`config.mk`:
```
export PLATFORM = sky130hd
export DESIGN_NAME = mips_muldiv
export DESIGN_NICKNAME = d
export VERILOG_FILES = /design/src/rtl/mips_muldiv.sv
export SDC_FILE = /design/constraint.sdc
export NUM_CORES = 1
export LEC_CHECK = 0
export ABC_AREA = 1
export BUFFER_PORTS_ARGS = -buffer_cell sky130_fd_sc_hd__buf_4
export CAP_MARGIN = 40
export CORE_MARGIN = 3
export CORE_UTILIZATION = 44
export DETAILED_ROUTE_END_ITERATION = 8
export PLACE_DENSITY_LB_ADDON = 0.12
export SKIP_CTS_REPAIR_TIMING = 1
export SLEW_MARGIN = 20
export SYNTH_ARGS = -nofsm -noshare
export SYNTH_HDL_FRONTEND = slang
export SYNTH_SLANG_ARGS = --single-unit
```
`constraint.sdc`:
```
create_clock -name clk -period 3 [get_ports clk]
set_input_delay 0 -clock clk [delete_from_list [all_inputs] [get_ports clk]]
set_output_delay 0 -clock clk [all_outputs]
set_load 0.05 [all_outputs]
```
`src/rtl/mips_muldiv.sv`:
```
// Iterative MULT/MULTU/DIV/DIVU unit with architectural HI/LO registers.
// One shift-add or restoring-divide step per cycle, followed by a sign-fixup/write cycle.
module mips_muldiv #(
    parameter int width = 32
) (
    input  logic             clk,
    input  logic             rst_b,
    input  logic             md_start,
    input  logic [1:0]       md_op,
    input  logic [width-1:0] md_a,
    input  logic [width-1:0] md_b,
    input  logic             md_abort,
    input  logic             hi_we,
    input  logic             lo_we,
    input  logic [width-1:0] md_wdata,
    output logic             md_busy,
    output logic             md_done,
    output logic             md_div0,
    output logic [width-1:0] hi,
    output logic [width-1:0] lo
);

    localparam int CW = $clog2(width) + 1;

    typedef enum logic [1:0] {S_IDLE, S_MUL, S_DIV, S_FIX} state_t;

    state_t               state, state_nxt;
    logic [2*width-1:0]   acc;
    logic [width-1:0]     opb;
    logic [CW-1:0]        cnt;
    logic                 neg_res, neg_rem, is_div, b_zero;

    logic                 accept, last, a_neg, b_neg;
    logic [width-1:0]     upper, quo, rem;
    logic [width:0]       mul_sum, rem_sh, diff;
    logic [2*width-1:0]   prod;

    function automatic logic [width-1:0] neg_w(input logic [width-1:0] v, input logic en);
        return en ? -v : v;
    endfunction

    function automatic logic [2*width-1:0] neg_2w(input logic [2*width-1:0] v, input logic en);
        return en ? -v : v;
    endfunction

    assign accept  = (state == S_IDLE) && md_start && !md_abort;
    assign last    = (cnt == CW'(width - 1));
    assign a_neg   = !md_op[0] && md_a[width-1];
    assign b_neg   = !md_op[0] && md_b[width-1];
    assign upper   = acc[2*width-1:width];

    // Multiply step: add multiplicand into the upper half when the LSB is set, shift right.
    assign mul_sum = {1'b0, upper} + (acc[0] ? {1'b0, opb} : '0);
    // Divide step: shift remainder left one bit; the borrow out decides restore vs keep.
    assign rem_sh  = {upper, acc[width-1]};
    assign diff    = rem_sh - {1'b0, opb};

    assign prod    = neg_2w(acc, neg_res);
    assign quo     = b_zero ? '1 : neg_w(acc[width-1:0], neg_res);
    assign rem     = neg_w(upper, neg_rem);

    always_comb begin
        state_nxt = state;
        case (state)
            S_IDLE: if (accept) state_nxt = md_op[1] ? S_DIV : S_MUL;
            S_MUL, S_DIV: begin
                if (md_abort)  state_nxt = S_IDLE;
                else if (last) state_nxt = S_FIX;
            end
            S_FIX:  state_nxt = S_IDLE;
            default: state_nxt = S_IDLE;
        endcase
    end

    always_ff @(posedge clk) begin
        if (!rst_b) state <= S_IDLE;
        else        state <= state_nxt;
    end

    always_ff @(posedge clk) begin
        if (!rst_b) begin
            acc     <= '0;
            opb     <= '0;
            cnt     <= '0;
            neg_res <= 1'b0;
            neg_rem <= 1'b0;
            is_div  <= 1'b0;
            b_zero  <= 1'b0;
            md_busy <= 1'b0;
            md_done <= 1'b0;
            md_div0 <= 1'b0;
            hi      <= '0;
            lo      <= '0;
        end else begin
            md_done <= 1'b0;
            case (state)
                S_IDLE: begin
                    if (hi_we) hi <= md_wdata;
                    if (lo_we) lo <= md_wdata;
                    if (accept) begin
                        acc     <= {{width{1'b0}}, neg_w(md_a, a_neg)};
                        opb     <= neg_w(md_b, b_neg);
                        cnt     <= '0;
                        neg_res <= a_neg ^ b_neg;
                        neg_rem <= a_neg;
                        is_div  <= md_op[1];
                        b_zero  <= (md_b == '0);
                        md_busy <= 1'b1;
                        md_div0 <= 1'b0;
                    end
                end
                S_MUL: begin
                    if (md_abort) begin
                        md_busy <= 1'b0;
                    end else begin
                        acc <= {mul_sum, acc[width-1:1]};
                        cnt <= cnt + 1'b1;
                    end
                end
                S_DIV: begin
                    if (md_abort) begin
                        md_busy <= 1'b0;
                    end else begin
                        if (!diff[width]) acc <= {diff[width-1:0], acc[width-2:0], 1'b1};
                        else              acc <= {rem_sh[width-1:0], acc[width-2:0], 1'b0};
                        cnt <= cnt + 1'b1;
                    end
                end
                S_FIX: begin
                    md_busy <= 1'b0;
                    if (!md_abort) begin
                        // Divide-by-zero keeps HI = dividend: the restoring loop leaves |a| there
                        // and the remainder sign fixup restores the original a.
                        if (is_div) begin
                            hi <= rem;
                            lo <= quo;
                        end else begin
                            hi <= prod[2*width-1:width];
                            lo <= prod[width-1:0];
                        end
                        md_done <= 1'b1;
                        md_div0 <= is_div && b_zero;
                    end
                end
                default: md_busy <= 1'b0;
            endcase
        end
    end

endmodule

```
* Word level (Yosys, flattened, before mapping)
Index checks and enable logic that the tools add are counted.
Word-level totals: bits in registers 175, bits of input ports 104, output and inout port bits 67
Cells by class: add/subtract/negate cells 8, equality and inequality tests 13, muxes and demuxes 35, bitwise gates (word level) 1, reductions and logical operators 22
Operators by type and width (number):
- $mux W32 | 12
- $mux W64 | 5
- $pmux W64 S3 | 1
- $neg A32 Y32 | 4
- $pmux W32 S2 | 2
- $neg A64 Y64 | 1
- $add A32 B32 Y33 | 1
- $sub A33 B32 Y33 | 1
- $logic_not A32 Y1 | 1
- $ne A2 B2 Y1 const B | 7
- $mux W6 | 2
- $pmux W6 S2 | 1
- $reduce_and A3 Y1 | 4
- $mux W2 | 4
- $reduce_and A2 Y1 | 4
- $add A6 B1 Y6 const B | 1
- $eq A6 B5 Y1 const B | 1
- $pmux W2 S3 | 1
- $logic_and A1 B1 Y1 | 5
- $mux W1 | 5
- $eq A2 B2 Y1 const B | 2
- $reduce_and A4 Y1 | 1
- $reduce_bool A2 Y1 | 2
- $ne A3 B1 Y1 const B | 1
- 9 further kinds | 10

* Logic depth before layout (Yosys ltp)
Gate-level depths: netlist of run 1.
depth in word-level cells 6, gate-level depth with buffers 20, depth with buffers taken out 19

* Worst setup path after synthesis of run 1
No wires, ideal clock.
kind reg2reg, from register acc[0], to register acc[63], arrival time 2441 ps, required time 2928 ps, path slack 487 ps, cell stages (with the launch flop) 21, period minus slack after synthesis 2513 ps, cells stage by stage dfxtp_1 > buf_6 > clkbuf_1 > nand2_1 > inv_1 > ha_1 > inv_1 > fa_1 > o21ai_1 > nand2_1 > nand2b_1 > nand2_1 > nand2_1 > nand2_1 > nand2_1 > nand2_1 > nand2_1 > nand2_1 > nand2_1 > nand2_1 > a21oi_1
Between the ends: longest elaborated chain between the ends 4
Ends and longest elaborated chain:
- start, declared | RTL line 28 | logic [2*width-1:0] acc;
- start signal, assigned | RTL line 101 | acc <= {{width{1'b0}}, neg_w(md_a, a_neg)};
- start signal, assigned | RTL line 116 | acc <= {mul_sum, acc[width-1:1]};
- start signal, assigned | RTL line 124 | if (!diff[width]) acc <= {diff[width-1:0], acc[width-2:0], 1'b1};
- $mux W32 | RTL line 53 | assign mul_sum = {1'b0, upper} + (acc[0] ? {1'b0, opb} : '0);
- $add A32 B32 Y33 | RTL line 53
- $mux W64 | RTL line 113 | if (md_abort) begin
- $pmux W64 S3 | RTL line 96 | case (state)
No other way between the ends. The select of a mux whose other input is x is not followed. A chain may end at the register's enable or synchronous reset.

* Worst setup path after layout of run 1
from register opb[18], to register acc[60]
Between the ends: longest elaborated chain between the ends 4, elaborated cells on any way between the ends 7
Ends and longest elaborated chain:
- start, declared | RTL line 29 | logic [width-1:0] opb;
- start signal, assigned | RTL line 102 | opb <= neg_w(md_b, b_neg);
- $sub A33 B32 Y33 / $mux W32 (equally long branches) | RTL line 56, 53
- $mux W64 / $add A32 B32 Y33 (equally long branches) | RTL line 124, 53
- $mux W64, on equally long branches | RTL line 121, 113
- $pmux W64 S3 * | RTL line 96
- end signal, assigned | RTL line 101
- end signal, assigned | RTL line 124
- end signal, assigned | RTL line 125 | else acc <= {rem_sh[width-1:0], acc[width-2:0], 1'b0};
Every way passes the cells marked *; elsewhere a longest branch is shown, timed or not. The select of a mux whose other input is x is not followed.

==> results of run 1 <==
[state kept, by name, summed over array words and instances (netlist names), 2 cells and up]
register  count
acc          64
hi           32
lo           32
opb          32
cnt           6
state         2
[stage by stage]
stage                     worst slack (ns)  instances  utilization, %  setup TNS [ns]  hold slack (ns)
after floorplan                      0.487       2977               -               0           0.0793
after global placement             0.00400       3627            50.3               0            0.267
after detailed placement           -0.0531       3627            50.3         -0.0531            0.261
after CTS                          -0.0831       3659            51.8         -0.0831           -0.231
after global routing                0.0146       3749            54.3               0           0.0139
final                                0.148       3749            54.3               0          -0.0308
[power by group through the flow]
stage	registers, mW	logic (mW)	clock network, mW
after CTS	3.28	7.15	2.30
after global placement	3.31	7.07	0
final	3.30	7.41	2.27
after detailed placement	3.32	7.12	0
after global routing	3.34	8.04	2.39
after floorplan	4.07	3.98	0
[critical path: cells and delay by family, from the launching register on]
kind	cells	cell delay (ns)
DFF	1	0.47
and+or+nand+nor	11	1.15
adders and majority gates	1	0.39
AOI/OAI and AO/OA	2	0.38
buffers and inverters	3	0.31
[kinds of logic (layout without fill, tap and decap cells)]
kind of cell	count (synthesis)	after routing	synth area share, %
XOR/XNOR	58	58	2.99
AND/OR/NAND/NOR	1530	1531	38.6
AO/OA/AOI/OAI	646	646	20.9
adder cells (fa/ha/maj)	75	75	5.62
flip-flops	175	175	20.6
buffers and inverters	493	753	11.3
[final cells by class]
class                           count  share of cell area (%)
Clock buffer                       22                    2.31
Clock inverter                     10                   0.500
Inverter                          385                    7.04
Multi-Input combinational cell   2310                    56.5
Sequential cell                   175                    17.1
Tap cell                          511                    3.11
Timing Repair Buffer              336                    13.4
[placed cells by master, fill, tap and decap left out, types with 31 or more instances in the layout]
cell,Yosys,routed
nand2_2,32,33
nand3_1,251,250
a31oi_1,47,47
ha_1,73,72
dfxtp_1,175,172
nor2_1,271,270
buf_4,1,245
dlygate4sd3_1,0,89
inv_1,367,367
o21ai_0,233,232
o22ai_1,31,31
nand2_1,843,842
nand4_1,34,34
xor2_1,32,32
a21oi_1,258,256
[worst max-delay path by stage]
stage                     cells after the start  slack [ns]              endpoint                  from
after detailed placement                     16       -0.05   acc[0]$_SDFFE_PN0P_  acc[31]$_SDFFE_PN0P_
after global routing                         19        0.01  acc[54]$_SDFFE_PN0P_  acc[31]$_SDFFE_PN0P_
final                                        17        0.15  acc[60]$_SDFFE_PN0P_  opb[18]$_SDFFE_PN0P_
after floorplan                              20        0.49  acc[63]$_SDFFE_PN0P_   acc[0]$_SDFFE_PN0P_
after global placement                       16       0.004   acc[0]$_SDFFE_PN0P_  acc[31]$_SDFFE_PN0P_
after CTS                                    16       -0.08   acc[0]$_SDFFE_PN0P_  acc[31]$_SDFFE_PN0P_
[metal layers]
layer  GRT usage (%)  share of wire (%)
met1            48.1                 44
met5               0             0.0094
met2            50.4                 41
met3            9.87                 10
met4            15.4                4.7
==> flow_metrics.env, run 1 <==
export IMPL_status="complete, but fails checks"
export IMPL_violations="hold timing"
export IMPL_holdPathEnd="acc[3]$_SDFFE_PN0P_"
export IMPL_clkPwrFrac_pct=17.5
export IMPL_cts_root_buf="clkbuf_16"
export IMPL_syn_nets=3156
export IMPL_clk_latency_ns=0.47
export IMPL_path_clk_slew_ns=0.07
export IMPL_yosys_warnings=0
export IMPL_viasPerCell=5.61
export IMPL_power_switching_mw=6.84
export IMPL_reg2reg_setup_slack_ns=0.15
export IMPL_worstSetupEndpointType="register"
export IMPL_nNetsFinal=3404
export IMPL_vias=21016
export IMPL_die_w_um=202
export IMPL_crit_chain="inv_1 > ha_1 > nand2_2 > inv_2 > nand2_1 > nand2_1 > nand2_1 > nand2_1 > a21oi_4 > nand2_4 > nand2_8 > buf_4 > nand3_1 > nand3_1 > nand2_1 > nand2_1 > a21oi_2"
export IMPL_area_growth_pct=21.0
export IMPL_ys_ff_latch=175
export IMPL_register_area_mm2=0.00351
export IMPL_ys_async_sr_fraction_pct=0
export IMPL_rsz0062_at_grt="false"
export IMPL_r2r_end="acc[60]$_SDFFE_PN0P_"
export IMPL_ys_flop_type="dfxtp_1"
export IMPL_synth_most_common_cell="nand2_1"
export IMPL_drive_above_1_share_pct=12.4
export IMPL_cts_max_path_buffers=2
export IMPL_fin_total_pwr_mw=13.0
export IMPL_p_per_area_mw_per_mm2=632
export IMPL_track_usage_pct=34.8
export IMPL_p_int_mw=6.14
export IMPL_cpPeakStageDelay_ns=0.47
export IMPL_holdWs_ns=-0.0308
export IMPL_relSlewSlack_pct=47.4
export IMPL_report_final_slew_viol_count=0
export IMPL_drt_initial_drc_count=2310
export IMPL_io_buffer_count=170
export IMPL_skew_ns=0.0149
export IMPL_ys_types=52
export IMPL_cts_htree_levels=4
export IMPL_hold_viol=7
export IMPL_grt_max_degree=62
export IMPL_synth_top_cell_by_area="dfxtp_1"
export IMPL_setup_viol=0
export IMPL_tightest_slew_ns=0.781
export IMPL_cts_tree="done"
export IMPL_p_comb_share_pct=57.1
export IMPL_seq_area_frac_synth_pct=20.6
export IMPL_multi_input_area_mm2=0.0116
export IMPL_dieArea_mm2=0.0410
export IMPL_grt_overflow=0
export IMPL_leakagePower_nw=10.2
export IMPL_fillers=3960
export IMPL_placedInstanceArea_mm2=0.0190
export IMPL_syn_area_per_cell_um2=5.70
export IMPL_cp_data_required_time_ns=3.34
export IMPL_placementRows=71
export IMPL_worst_hold_path_num_cells=4
export IMPL_die_y_um=202
export IMPL_gp_congestion=1.03
export IMPL_start_util_pct=44.8
export IMPL_antenna_found_initial=1
export IMPL_yosys_top_cells_count="843 x nand2_1, 367 x inv_1, 271 x nor2_1"
export IMPL_synth_area_leaders="dfxtp_1 21%, nand2_1 19%, inv_1 8.1%"
export IMPL_core_area_mm2=0.0378
export IMPL_cts_sinks=175
export IMPL_swShare_pct=52.7
export IMPL_grt_pass1_wl_um=110000
export IMPL_cp_slowest_cell="dfxtp_1"
export IMPL_syn_area_mm2=0.0170
export IMPL_worstPathMaxFanout=17
export IMPL_final_area_mm2=0.0205
export IMPL_r2r_start="opb[18]$_SDFFE_PN0P_"
export IMPL_worst_setup_path_start_kind="register"
export IMPL_r2r_cells=17
export IMPL_fmax_mhz=351
export IMPL_cts_buffers=17
export IMPL_seqPwrFrac_pct=25.4
export IMPL_detail_route_antenna_nets=0
export IMPL_wire_per_inst_um=20.0
export IMPL_cp_arrival_ns=3.19
export IMPL_first_pass_iters=7
export IMPL_path_common_cell="nand2_1"
export IMPL_hold_class="primary input to register"
export IMPL_irDropWorstVdd_v=0.000811
export IMPL_fin_crit_sh_pct=95.1
export IMPL_hold_start="md_a[3]"
export IMPL_path_class="register to register"
export IMPL_place_hpwl_um=59500
export IMPL_io_pins=171
export IMPL_wl_um=74800
export IMPL_period_needed_ns=2.85
export IMPL_grt_pass1_vias=18930
export IMPL_drcViolationCount=0
export IMPL_synth_enable_flop_cells=0
export IMPL_diodes=0
export IMPL_synth_top_area_share_pct=20.6
export IMPL_max_cap_violations=0
export IMPL_syn_inst=2977
No activity file was read; power rests on OpenSTA's default activity.
==> inputs of run 2 (changes only) <==
HOLD_SLACK_MARGIN = 0.02   (was default)
==> run 2 against run 1 <==
  * The run still ends with hold timing left
  * Flip-flop and latch count unchanged
  * Critical path depth unchanged
  * Worst setup slack got worse by 0.014 ns
  * Utilization about the same
  * Total power about the same
  * First-iteration DRC count decreased by 4.1%
  * Fmax decreased by 0.50%
  * Die area unchanged
  * Final area about the same
  * Clock skew increased by 0.0014 ns
  * Hold slack got worse by 0.0014 ns
  * Largest cell class unchanged
  * Largest power group unchanged
==> flow_metrics.env, run 2 (same netlist as run 1, synthesis figures left out) <==
export IMPL_status="complete, but fails checks"
export IMPL_violations="hold timing"
export IMPL_vias=21091
export IMPL_placementRows=71
export IMPL_die_y_um=202
export IMPL_top_register="acc"
export IMPL_grt_most_used_layer="met2"
export IMPL_wl_um=74900
export IMPL_dieArea_mm2=0.0410
export IMPL_path_clk_slew_ns=0.07
export IMPL_period_needed_ns=2.87
export IMPL_multi_input_area_mm2=0.0116
export IMPL_skew_ns=0.0163
export IMPL_grt_max_degree=62
export IMPL_max_cap_violations=0
export IMPL_final_common_cell="nand2_1"
export IMPL_area_growth_pct=21.1
export IMPL_drcViolationCount=0
export IMPL_place_hpwl_um=59500
export IMPL_grt_pass1_vias=18930
export IMPL_relSlewSlack_pct=45.3
export IMPL_track_usage_pct=34.8
export IMPL_io_buffer_count=170
export IMPL_fin_ws_ns=0.134
export IMPL_p_per_area_mw_per_mm2=632
export IMPL_first_pass_iters=7
export IMPL_cp_arrival_ns=3.21
export IMPL_tightest_slew_ns=0.815
export IMPL_drive_above_1_share_pct=12.4
export IMPL_largest_register_ffs=64
export IMPL_setup_viol=0
export IMPL_cts_sinks=175
export IMPL_die_w_um=202
export IMPL_core_area_mm2=0.0378
export IMPL_viasPerCell=5.62
export IMPL_layout_common_cells="842 x nand2_1, 367 x inv_1, 270 x nor2_1"
export IMPL_cts_max_path_buffers=2
export IMPL_rsz0062_at_grt="false"
export IMPL_worstPathMaxFanout=17
export IMPL_cp_data_required_time_ns=3.34
export IMPL_antenna_found_initial=1
export IMPL_grt_pass1_wl_um=110000
export IMPL_met1_usage_pct=48.1
export IMPL_register_area_mm2=0.00351
export IMPL_cts_root_buf="clkbuf_16"
export IMPL_gp_congestion=1.03
export IMPL_wire_per_inst_um=20.0
export IMPL_start_util_pct=44.8
export IMPL_cts_tree="done"
export IMPL_holdWs_ns=-0.0323
export IMPL_report_final_slew_viol_count=0
export IMPL_grt_overflow=0
export IMPL_dp_slack_ns=-0.0531
export IMPL_io_pins=171
export IMPL_cts_htree_levels=4
export IMPL_use_met3_pct=9.87
export IMPL_setup_tns_ns=0
export IMPL_detail_route_antenna_nets=0
export IMPL_clk_latency_ns=0.48
export IMPL_diodes=0
export IMPL_irDropWorstVdd_v=0.000808
export IMPL_final_area_mm2=0.0205
export IMPL_cts_buffers=17
export IMPL_fillers=3959
export IMPL_drt_initial_drc_count=2216
export IMPL_leakagePower_nw=10.2
export IMPL_nNetsFinal=3405
export IMPL_hold_class="primary input to register"
export IMPL_fmax_mhz=349
export IMPL_fin_crit_sh_pct=95.5
export IMPL_gr_usage_met2_pct=50.4
export IMPL_worst_setup_path_start_kind="register"
export IMPL_placedInstanceArea_mm2=0.0190
export IMPL_path_class="register to register"
export IMPL_worstSetupEndpointType="register"
export IMPL_hold_viol=7
[run 2: through the flow]
step	hold slack, ns	total power [mW]	utilization (%)	std cells
after floorplan	0.0793	8.05	-	2977
final	-0.0323	13.0	54.3	3750
after global placement	0.267	10.4	50.3	3627
after global routing	0.0206	13.8	54.3	3750
after CTS	-0.231	12.7	51.8	3659
after detailed placement	0.261	10.4	50.3	3627
[run 2: critical path: stages, from the launching register on]
cell and delay, ns:
dfxtp_1 0.48, inv_1 0.08, ha_1 0.40, nand2_2 0.14, inv_2 0.03, nand2_1 0.06, nand2_1 0.06, nand2_1 0.08
nand2_1 0.11, a21oi_4 0.32, nand2_4 0.12, nand2_8 0.16, buf_4 0.20, nand3_1 0.11, nand3_1 0.17, nand2_1 0.07
nand2_1 0.07, a21oi_2 0.05
[run 2: layer usage]
metal | vias up | share of wire [%]
li1 | 10233 | -
met1 | 9723 | 44
met2 | 962 | 41
met3 | 171 | 10
met4 | 2 | 4.6
met5 | - | 0.0093
[run 2: cell type report]
class                           count  area share (%)
Inverter                          385            7.04
Timing Repair Buffer              337            13.5
Clock buffer                       22            2.31
Sequential cell                   175            17.1
Multi-Input combinational cell   2310            56.5
Clock inverter                     10           0.499
Tap cell                          511            3.11
[run 2: path summary, 6_finish.rpt]
check / endpoint / cells past startpoint / startpoint / slack, ns
setup reg to reg: acc[53]$_SDFFE_PN0P_ / 17 / opb[18]$_SDFFE_PN0P_ / 0.13
hold reg to reg: md_busy$_SDFFE_PN0P_ / 2 / md_busy$_SDFFE_PN0P_ / 0.49
hold / removal: opb[24]$_SDFFE_PN0P_ / 5 / md_b[24] / -0.03
setup / recovery: acc[53]$_SDFFE_PN0P_ / 17 / opb[18]$_SDFFE_PN0P_ / 0.13
[run 2: where the power goes]
part	switching [mW]	internal (mW)	leakage, nW
clock	1.06	1.22	0.271
combinational	5.32	2.09	8.52
sequential	0.469	2.83	1.44
total	6.85	6.14	10.2
